===== config.mk =====
export PLATFORM = sky130hd
export DESIGN_NAME = ctrl_pulse_tx
export DESIGN_NICKNAME = d
export VERILOG_FILES = /design/src/rtl/ctrl_pulse_pkg.sv /design/src/rtl/ctrl_cmd_fifo.sv /design/src/rtl/ctrl_pulse_tx.sv
export SDC_FILE = /design/constraint.sdc
export NUM_CORES = 1
export LEC_CHECK = 0
export BUFFER_PORTS_ARGS = -buffer_cell sky130_fd_sc_hd__buf_2
export CAP_MARGIN = 25
export CELL_PAD_IN_SITES_DETAIL_PLACEMENT = 2
export CELL_PAD_IN_SITES_GLOBAL_PLACEMENT = 2
export CORE_UTILIZATION = 46
export DETAILED_ROUTE_END_ITERATION = 10
export GPL_TIMING_DRIVEN = 0
export PLACE_DENSITY = 0.83
export RECOVER_POWER = 100
export SETUP_SLACK_MARGIN = 0.2
export SKIP_LAST_GASP = 1
export SLEW_MARGIN = 20
export SYNTH_ARGS = -nofsm -noshare
export SYNTH_HDL_FRONTEND = slang
export SYNTH_SLANG_ARGS = --single-unit

===== constraint.sdc =====
create_clock -name clk -period 4.5 [get_ports clk]
set_input_delay 0.45 -clock clk [delete_from_list [all_inputs] [get_ports clk]]
set_output_delay 0.45 -clock clk [all_outputs]
set_load 0.02 [all_outputs]

===== src/rtl/ctrl_pulse_pkg.sv =====
// Shared definitions for the pulse-width counter-control transmitter:
// command codes, pulse widths and the serialiser state encoding.
package ctrl_pulse_pkg;

   localparam logic [1:0] CMD_RESET = 2'd0;
   localparam logic [1:0] CMD_DOWN  = 2'd1;
   localparam logic [1:0] CMD_UP    = 2'd2;
   localparam logic [1:0] CMD_RSVD  = 2'd3;

   localparam logic [1:0] PW_RESET  = 2'd1;
   localparam logic [1:0] PW_DOWN   = 2'd2;
   localparam logic [1:0] PW_UP     = 2'd3;

   typedef enum logic [1:0] {
      ST_IDLE,
      ST_PULSE,
      ST_GAP
   } state_t;

   // Number of ctrl-high cycles used to encode a command.
   function automatic logic [1:0] pulse_width(input logic [1:0] code);
      logic [1:0] w;
      case (code)
         CMD_DOWN: w = PW_DOWN;
         CMD_UP:   w = PW_UP;
         default:  w = PW_RESET;
      endcase
      return w;
   endfunction

endpackage


===== src/rtl/ctrl_cmd_fifo.sv =====
// Small synchronous FIFO holding {cmd, step} entries awaiting serialisation.
// Pointers carry one extra wrap bit so full and empty are distinguishable.
module ctrl_cmd_fifo #(
   parameter int DW    = 6,
   parameter int DEPTH = 4
) (
   input  logic          clk,
   input  logic          rst,
   input  logic          push,
   input  logic [DW-1:0] din,
   input  logic          pop,
   output logic [DW-1:0] dout,
   output logic          full,
   output logic          empty
);

   localparam int AW = $clog2(DEPTH);

   logic [DW-1:0] mem [DEPTH];
   logic [AW:0]   wr_ptr;
   logic [AW:0]   rd_ptr;

   assign empty = (wr_ptr == rd_ptr);
   assign full  = (wr_ptr[AW] != rd_ptr[AW]) && (wr_ptr[AW-1:0] == rd_ptr[AW-1:0]);
   assign dout  = mem[rd_ptr[AW-1:0]];

   // Storage write.
   // NOTE: the data array is deliberately left out of reset; the pointers alone
   // define which entries are valid, and an unreset array maps onto plain RAM/flops.
   always_ff @(posedge clk) begin
      if (push && !full) mem[wr_ptr[AW-1:0]] <= din;
   end

   // Pointer update; push is refused when full, pop when empty.
   // NOTE: sequential state is assigned with non-blocking <= so every flop
   // samples the pre-edge values regardless of statement order.
   always_ff @(posedge clk or posedge rst) begin
      if (rst) begin
         wr_ptr <= '0;
         rd_ptr <= '0;
      end else begin
         if (push && !full) wr_ptr <= wr_ptr + 1'b1;
         if (pop && !empty) rd_ptr <= rd_ptr + 1'b1;
      end
   end

endmodule


===== src/rtl/ctrl_pulse_tx.sv =====
// Transmitter for the single-wire pulse-width counter-control protocol.
// Buffers RESET/DOWN/UP commands, emits each as a 1/2/3-cycle high pulse on
// ctrl followed by a low guard gap, and mirrors the remote counter value.
module ctrl_pulse_tx
   import ctrl_pulse_pkg::*;
#(
   parameter int WIDTH = 4,
   parameter int GAP   = 2,
   parameter int DEPTH = 4
) (
   input  logic             clk,
   input  logic             rst,
   input  logic             cmd_valid,
   output logic             cmd_ready,
   input  logic [1:0]       cmd,
   input  logic [WIDTH-1:0] step,
   output logic             ctrl,
   output logic             busy,
   output logic [WIDTH-1:0] mirror,
   output logic             err
);

   localparam int DW = 2 + WIDTH;
   localparam int GW = (GAP > 1) ? $clog2(GAP) : 1;

   logic             fifo_full;
   logic             fifo_empty;
   logic             push;
   logic             pop;
   logic [DW-1:0]    fifo_dout;
   logic [1:0]       head_cmd;
   logic [WIDTH-1:0] head_step;

   state_t           state_q, state_d;
   logic             ctrl_q, ctrl_d;
   logic [1:0]       len_q, len_d;
   logic [GW-1:0]    gcnt_q, gcnt_d;
   logic [1:0]       cur_cmd_q, cur_cmd_d;
   logic [WIDTH-1:0] cur_step_q, cur_step_d;
   logic [WIDTH-1:0] mirror_q, mirror_d;
   logic             err_q;

   // Reserved codes are acknowledged but never enter the queue.
   assign cmd_ready = !fifo_full;
   assign push      = cmd_valid && cmd_ready && (cmd != CMD_RSVD);
   assign head_cmd  = fifo_dout[DW-1:WIDTH];
   assign head_step = fifo_dout[WIDTH-1:0];

   ctrl_cmd_fifo #(
      .DW    (DW),
      .DEPTH (DEPTH)
   ) u_fifo (
      .clk   (clk),
      .rst   (rst),
      .push  (push),
      .din   ({cmd, step}),
      .pop   (pop),
      .dout  (fifo_dout),
      .full  (fifo_full),
      .empty (fifo_empty)
   );

   // Next-state, pulse/gap counting and mirror arithmetic.
   // NOTE: every output of this block gets a default before the case so no
   // path leaves a signal unassigned, which would otherwise infer a latch.
   always_comb begin
      state_d    = state_q;
      ctrl_d     = ctrl_q;
      len_d      = len_q;
      gcnt_d     = gcnt_q;
      cur_cmd_d  = cur_cmd_q;
      cur_step_d = cur_step_q;
      mirror_d   = mirror_q;
      pop        = 1'b0;
      case (state_q)
         ST_IDLE: begin
            if (!fifo_empty) begin
               pop        = 1'b1;
               ctrl_d     = 1'b1;
               cur_cmd_d  = head_cmd;
               cur_step_d = head_step;
               len_d      = pulse_width(head_cmd) - 2'd1;
               state_d    = ST_PULSE;
            end else begin
               ctrl_d = 1'b0;
            end
         end
         ST_PULSE: begin
            if (len_q != 2'd0) begin
               len_d = len_q - 2'd1;
            end else begin
               ctrl_d  = 1'b0;
               gcnt_d  = GW'(GAP - 1);
               state_d = ST_GAP;
            end
         end
         ST_GAP: begin
            if (gcnt_q != '0) begin
               gcnt_d = gcnt_q - GW'(1);
            end else begin
               case (cur_cmd_q)
                  CMD_RESET: mirror_d = '0;
                  CMD_UP:    mirror_d = mirror_q + cur_step_q;
                  CMD_DOWN:  mirror_d = mirror_q - cur_step_q;
                  default:   mirror_d = mirror_q;
               endcase
               state_d = ST_IDLE;
            end
         end
         default: begin
            ctrl_d  = 1'b0;
            state_d = ST_IDLE;
         end
      endcase
   end

   // FSM, line driver, counters and mirror registers.
   always_ff @(posedge clk or posedge rst) begin
      if (rst) begin
         state_q    <= ST_IDLE;
         ctrl_q     <= 1'b0;
         len_q      <= '0;
         gcnt_q     <= '0;
         cur_cmd_q  <= CMD_RESET;
         cur_step_q <= '0;
         mirror_q   <= '0;
      end else begin
         state_q    <= state_d;
         ctrl_q     <= ctrl_d;
         len_q      <= len_d;
         gcnt_q     <= gcnt_d;
         cur_cmd_q  <= cur_cmd_d;
         cur_step_q <= cur_step_d;
         mirror_q   <= mirror_d;
      end
   end

   // Sticky reserved-command flag; only reset clears it.
   always_ff @(posedge clk or posedge rst) begin
      if (rst) begin
         err_q <= 1'b0;
      end else if (cmd_valid && cmd_ready && (cmd == CMD_RSVD)) begin
         err_q <= 1'b1;
      end
   end

   assign ctrl   = ctrl_q;
   assign busy   = !fifo_empty || (state_q != ST_IDLE);
   assign mirror = mirror_q;
   assign err    = err_q;

endmodule


Word-level counts from Yosys, hierarchy flattened. Memory sizes are Yosys's and may differ from the RTL's. Index checks and enable logic that the tools add are counted.

Memories kept: 1. Logic and storage cells: 78. Bits in registers: 23. Bits of input ports: 9. Bits in writable memories: 24.

Add/subtract/negate cells: 7. Equal/unequal tests: 15. Reductions and logical operators: 22. Muxes and demuxes: 20. Bitwise logic cells: 3.

Memory list: u_fifo.mem (words 4, bits a word 6, rd ports 1, clocked after Yosys merged registers in 0, wr ports 1, line ctrl_cmd_fifo.sv:19) `logic [DW-1:0] mem [DEPTH];`.

Operators with widths (count): 2-bit two-way mux (7); 4-bit case mux with 3 select lines (1); 2-bit inequality test, second input constant (5); 3-bit AND reduction (3); 2-bit == test, second input constant (4); 2-bit case mux with 2 select lines (2); 2-bit nonzero test (4); 1-bit two-way mux (7); 3-bit by 1-bit adder with 3-bit output, second input constant (2); 2-bit by 1-bit == test with 1-bit output, second input constant (3); 1-bit logical AND (6); 2-bit case mux with 3 select lines (1); 2-bit AND reduction (3); 4-bit adder (1); 2-bit zero test (2); 2-bit by 1-bit subtractor with 2-bit output, second input constant (2); 4-bit subtractor (1); 3-bit == test (1); 1-bit NOT (3); 1-bit case mux with 3 select lines (1); 3-bit nonzero test (1); 2-bit == test (1); 1-bit zero test (2); 1-bit case mux with 2 select lines (1); 3 further kinds (3).

Depth between registers and ports, before layout.
Word-level depth: 8. Depth in mapped cells: 9.

Cells and area by module. Synthesis repeated with hierarchy kept, for this count alone.

Cells, all modules: 184. Area total of the unflattened synthesis: 2372.3 sq um.

Modules (own cells, without submodules): ctrl_cmd_fifo (seq. area each 870.8 sq um, cells an instance 81, times used 1, area an instance 1373.8 sq um); ctrl_pulse_tx (seq. area each 425.4 sq um, cells an instance 103, times used 1, area an instance 998.5 sq um).

Worst setup path before layout. OpenSTA, ideal clock, no wires.

Path kind: flip-flop to flip-flop. Start point: register u_fifo.rd_ptr[0]. End point: register len_q[1]. Clock period less this slack: 1.891 ns. Path slack: 2.609 ns. Data required time: 4.366 ns. Data arrival time: 1.757 ns. Stages on the path, launching flop included: 8. Cells stage by stage: dfrtp_1 buf_6 mux4_1 ha_1 xor2_1 nor2_1 mux2i_1 o22ai_1.

Word-level cells in the longest chain between the ends: 8. Elaborated cells on any way between the ends: 12.

RTL lines: start: declaration (line ctrl_cmd_fifo.sv:21) `logic [AW:0] rd_ptr;`; start signal: assignment (line ctrl_cmd_fifo.sv:43) `if (pop && !empty) rd_ptr <= rd_ptr + 1'b1;`; memory 4 x 6 bit *; net fifo_dout[4] (line ctrl_pulse_tx.sv:30) `logic [DW-1:0] fifo_dout;`; 2-bit == test / 2-bit by 1-bit == test with 1-bit output (equally long branches) (line ctrl_pulse_pkg.sv:23) `case (code)`; 2-bit case mux with 2 select lines * (line ctrl_pulse_pkg.sv:23); 2-bit two-way mux * (line ctrl_pulse_tx.sv:77) `if (!fifo_empty) begin`; 2-bit two-way mux * (line ctrl_pulse_tx.sv:75) `case (state_q)`; 2-bit by 1-bit subtractor with 2-bit output * (line ctrl_pulse_tx.sv:82) `len_d = pulse_width(head_cmd) - 2'd1;`; 2-bit two-way mux * (line ctrl_pulse_tx.sv:77); 2-bit case mux with 2 select lines * (line ctrl_pulse_tx.sv:75); end signal: assignment (line ctrl_pulse_tx.sv:130) `len_q <= len_d;`; end: declaration (line ctrl_pulse_tx.sv:36) `logic [1:0] len_q, len_d;`.

The timed path passes the listed nets; every way through them passes the cells marked *. The select of a mux whose other input is x is not followed. A chain may end at the register's enable or synchronous reset.

Worst setup path after layout.
Start point: register u_fifo.rd_ptr[0]. End point: memory u_fifo.mem[3][4] (enable).

Word-level cells in the longest chain between the ends: 8.

RTL lines: 2-bit == test * (line ctrl_cmd_fifo.sv:24) `assign full = (wr_ptr[AW] != rd_ptr[AW]) && (wr_ptr[AW-1:0] == rd_ptr[AW-1:0]);`; 1-bit logical AND * (line ctrl_cmd_fifo.sv:24); 1-bit zero test * (line ctrl_cmd_fifo.sv:31, ctrl_pulse_tx.sv:44); 1-bit logical AND (2 in a row) (line ctrl_pulse_tx.sv:45) `assign push = cmd_valid && cmd_ready && (cmd != CMD_RSVD);`; 1-bit logical AND * (line ctrl_cmd_fifo.sv:31) `if (push && !full) mem[wr_ptr[AW-1:0]] <= din;`; 1-bit two-way mux * (line ctrl_cmd_fifo.sv:31); 1-bit two-way mux (not written as such) * (line ctrl_cmd_fifo.sv:31); end: declaration (line ctrl_cmd_fifo.sv:19).

Every way passes the cells marked *; elsewhere a longest branch is shown, timed or not.

==> results_dict.tcl <==
set metrics [dict create \
    worst_slew_pin_slew_ps 817 \
    power_density_nw_per_um2 753 \
    cts_buffers 5 \
    std_cell_rows 25 \
    crit_arrival_ps 2740 \
    grt_pass1_wl_um 8170 \
    crit_fanout 8 \
    antenna_found_initial 0 \
    fin_worst_skew_ps 7.73 \
    initial_core_util_pct 48.4 \
    h-tree-depth 2 \
    port_buffers 16 \
    setup_viol 0 \
    track_usage_pct 21.5 \
    root_buffer "clkbuf_8" \
    postCtsSetupBuffers 0 \
    end_kind "register" \
    hold_buffers 0 \
    clk_pin_slew_ps 90 \
    vias 1399 \
    finalSetupTns_ps 0 \
    boundaryPins 17 \
    grt_max_degree 24 \
    ant_nets 0 \
    drv_slew 0 \
    fillers 473 \
    wl_um 4910 \
    synth_area_um2 2320 \
    busiest_layer "met2" \
    rsz0062_at_grt "false" \
    seq_area_frac_synth_pct 56.0 \
    r2r_end "u_fifo.mem[3][4]" \
    r2r-start "u_fifo.rd_ptr[0]" \
    post_cts_resized 0 \
    crit_required_ps 4440 \
    grt_use_met1_pct 25.4 \
    r2r_cells 4 \
    clk_latency_ps 300 \
    rrSetupSlack_ps 1700 \
    synth_cell_types 43 \
    grt_use_met3_pct 4.56 \
    timing.fmax_ghz 0.357 \
    vias_per_cell 5.44 \
    post_drt_wl_per_cell_um 19.1 \
    hp-class "primary input to asynchronous set/reset pin" \
    crit_chain "clkbuf_1, xnor2_1, a311oi_1, and2_0" \
    dr.first_iter.drc_count 43 \
    critPathMaxStageDelay_ps 750 \
    use_met2_pct 38.7 \
    post-route-util_pct 52.1 \
    multi_input_area_um2 880 \
    clkSinkCount 47 \
    path_delay_family "compound AO/OA/AOI/OAI gates" \
    regArea_um2 1300 \
    dpl.hpwl_um 3520 \
    cp_num_buf_inv 1 \
    max_slew_margin_pct 45.1 \
    period_needed_ps 2800 \
    die_y_um 73.0 \
    startpoint_type "register" \
    hold_viol_final 0 \
    grt_pass1_vias 1577 \
    synth_nets 187 \
    syn_area_per_cell_um2 14.0 \
    ir_drop_uv 333 \
    drc 0 \
    min_period_over_period_pct 62.2 \
    fp.coreArea_um2 4790 \
    run_status "finished clean" \
    firstDrtPassIters 2 \
    die-area_um2 5320 \
    crit_type "register to register" \
    cts_tree "done" \
    drive_gt1_share_pct 7.89 \
    leakage_nw 0.984 \
    ys_warn_count 0 \
    synth_seq_cells 47 \
    synthCells 165 \
    grt-ovfl-total 0 \
    place_congestion 0.774 \
    worst_path_max_delay_cell "a311oi_1" \
    clockBufferDepth 2 \
    area.growth.synth_to_final_pct 7.62 \
    cap_violations 0 \
    antenna_cells 0 \
    fp.dieW_um 73.0 \
    layout.nets 211 \
]
==> cell type report <==
cell class | instances | share of cell area, %
timing repair buffer | 17 | 2.66
clock inverter | 3 | 1.05
multi-input combinational | 99 | 35.3
clock buffer | 5 | 2.76
tap | 67 | 3.36
buffer | 6 | 0.904
sequential | 47 | 52.0
inverter | 13 | 1.96
==> worst register-to-register path, delay by kind of cell, from the launching register on <==
| kind | cells | cell delay (ps) |
|---|---|---|
| buffers and inverters | 1 | 460 |
| AND/OR/NAND/NOR | 1 | 600 |
| XOR/XNOR | 1 | 240 |
| AO/OA/AOI/OAI | 1 | 750 |
| flip-flops | 1 | 390 |
==> cells in the final DEF, fill, tap and decap left out, types with 3 or more instances in the layout <==
cell type  synthesis  final
nor2_1             5      5
mux4_1             6      6
xor2_1             4      4
a21oi_1            4      4
mux2_1             0      4
nand3_1            3      3
clkbuf_1           2     21
edfxtp_1          24     24
nand2_1           10     10
ha_1              12     12
and2_0             0      4
xnor2_1            4      6
dfrtp_1           23     23
inv_1             13     13
o21ai_0            9      9
mux2i_1            3      3
clkbuf_8           0      5
o31ai_1            3      3
==> state kept, by name, summed over array words and instances (netlist names) <==
register,cells
u_fifo.mem,24
cur_step_q,4
mirror,4
u_fifo.rd_ptr,3
u_fifo.wr_ptr,3
cur_cmd_q,2
len_q,2
state_q,2
ctrl,1
err,1
gcnt_q,1
==> how the worst max path moves through the flow <==
stage	start	to	depth (start not counted)
2_1_floorplan	u_fifo.rd_ptr[0]	len_q[1]	7
3_3_place_gp	u_fifo.rd_ptr[1]	busy	5
3_5_place_dp	cur_cmd_q[0]	mirror[3]	8
4_1_cts	u_fifo.rd_ptr[1]	busy	5
5_1_grt	u_fifo.rd_ptr[0]	u_fifo.mem[3][4]	4
6_report	u_fifo.rd_ptr[0]	u_fifo.mem[3][4]	4
==> routing by layer <==
layer,vias to the layer above,part of all wire (%)
met3,7,2.1
met5,-,0
met4,0,1.5
met2,19,53
li1,653,-
met1,720,43
==> Yosys cell counts, drive strengths merged <==
| library cell | instances | area [um^2] |
|---|---|---|
| o2bb2ai | 1 | 8.76 |
| clkbuf | 2 | 7.51 |
| and2 | 5 | 33.8 |
| a21oi | 4 | 20.0 |
| o22ai | 2 | 12.5 |
| nand2 | 11 | 43.8 |
| fa | 1 | 20.0 |
| nor2b | 1 | 6.26 |
| edfxtp | 24 | 721 |
| mux2 | 5 | 63.8 |
| nor3 | 2 | 10.0 |
| xor2 | 5 | 51.3 |
| mux2i | 3 | 30.0 |
| a211oi | 1 | 7.51 |
| dfrtp | 23 | 576 |
| a31o | 1 | 8.76 |
| inv | 13 | 48.8 |
| or4b | 1 | 10.0 |
| nand3 | 3 | 15.0 |
| ha | 12 | 150 |
| nand2b | 1 | 6.26 |
| and4b | 1 | 10.0 |
| o31ai | 3 | 22.5 |
| o211ai | 1 | 7.51 |
| o21ai | 9 | 45.0 |
| xnor2 | 6 | 67.6 |
| nand3b | 2 | 15.0 |
| buf | 4 | 35.0 |
| and3b | 1 | 8.76 |
| a2111oi | 1 | 15.0 |
| a311oi | 2 | 41.3 |
| or3 | 2 | 12.5 |
| nor4b | 1 | 8.76 |
| mux4 | 6 | 158 |
| nor2 | 5 | 18.8 |
==> logic make-up (layout without fill, tap and decap cells) <==
| family | after synthesis | after routing | share of synthesized area (%) |
|---|---|---|---|
| compound gates | 25 | 25 | 8.16 |
| xor+xnor | 11 | 11 | 5.13 |
| fa+ha+maj | 13 | 13 | 7.35 |
| buf+inv | 19 | 44 | 3.94 |
| flops | 47 | 47 | 56.0 |
| mux | 14 | 14 | 10.9 |
| simple gates | 36 | 36 | 8.59 |
==> stage by stage <==
stage                     instances  total power [W]  setup slack [ps]  hold WS (ps)  cell area (um^2)
final                           257          0.00188              1700           148              2490
after global routing            257          0.00203              1500           178              2490
after detailed placement        248          0.00171              2370           478              2480
after CTS                       256          0.00201              2000           346              2570
after global placement          248          0.00160              2440           445              2480
after floorplan                 165          0.00144              2610           452              2320
==> power breakdown <==
group | total [W] | leakage, nW | internal, W | switching, W
registers | 0.000708 | 0.493 | 0.000593 | 0.000115
logic | 0.000899 | 0.442 | 0.000365 | 0.000533
clock network | 0.000269 | 0.0491 | 0.000114 | 0.000155
total | 0.00188 | 0.984 | 0.00107 | 0.000803
Power figures use the tool's default switching activity.
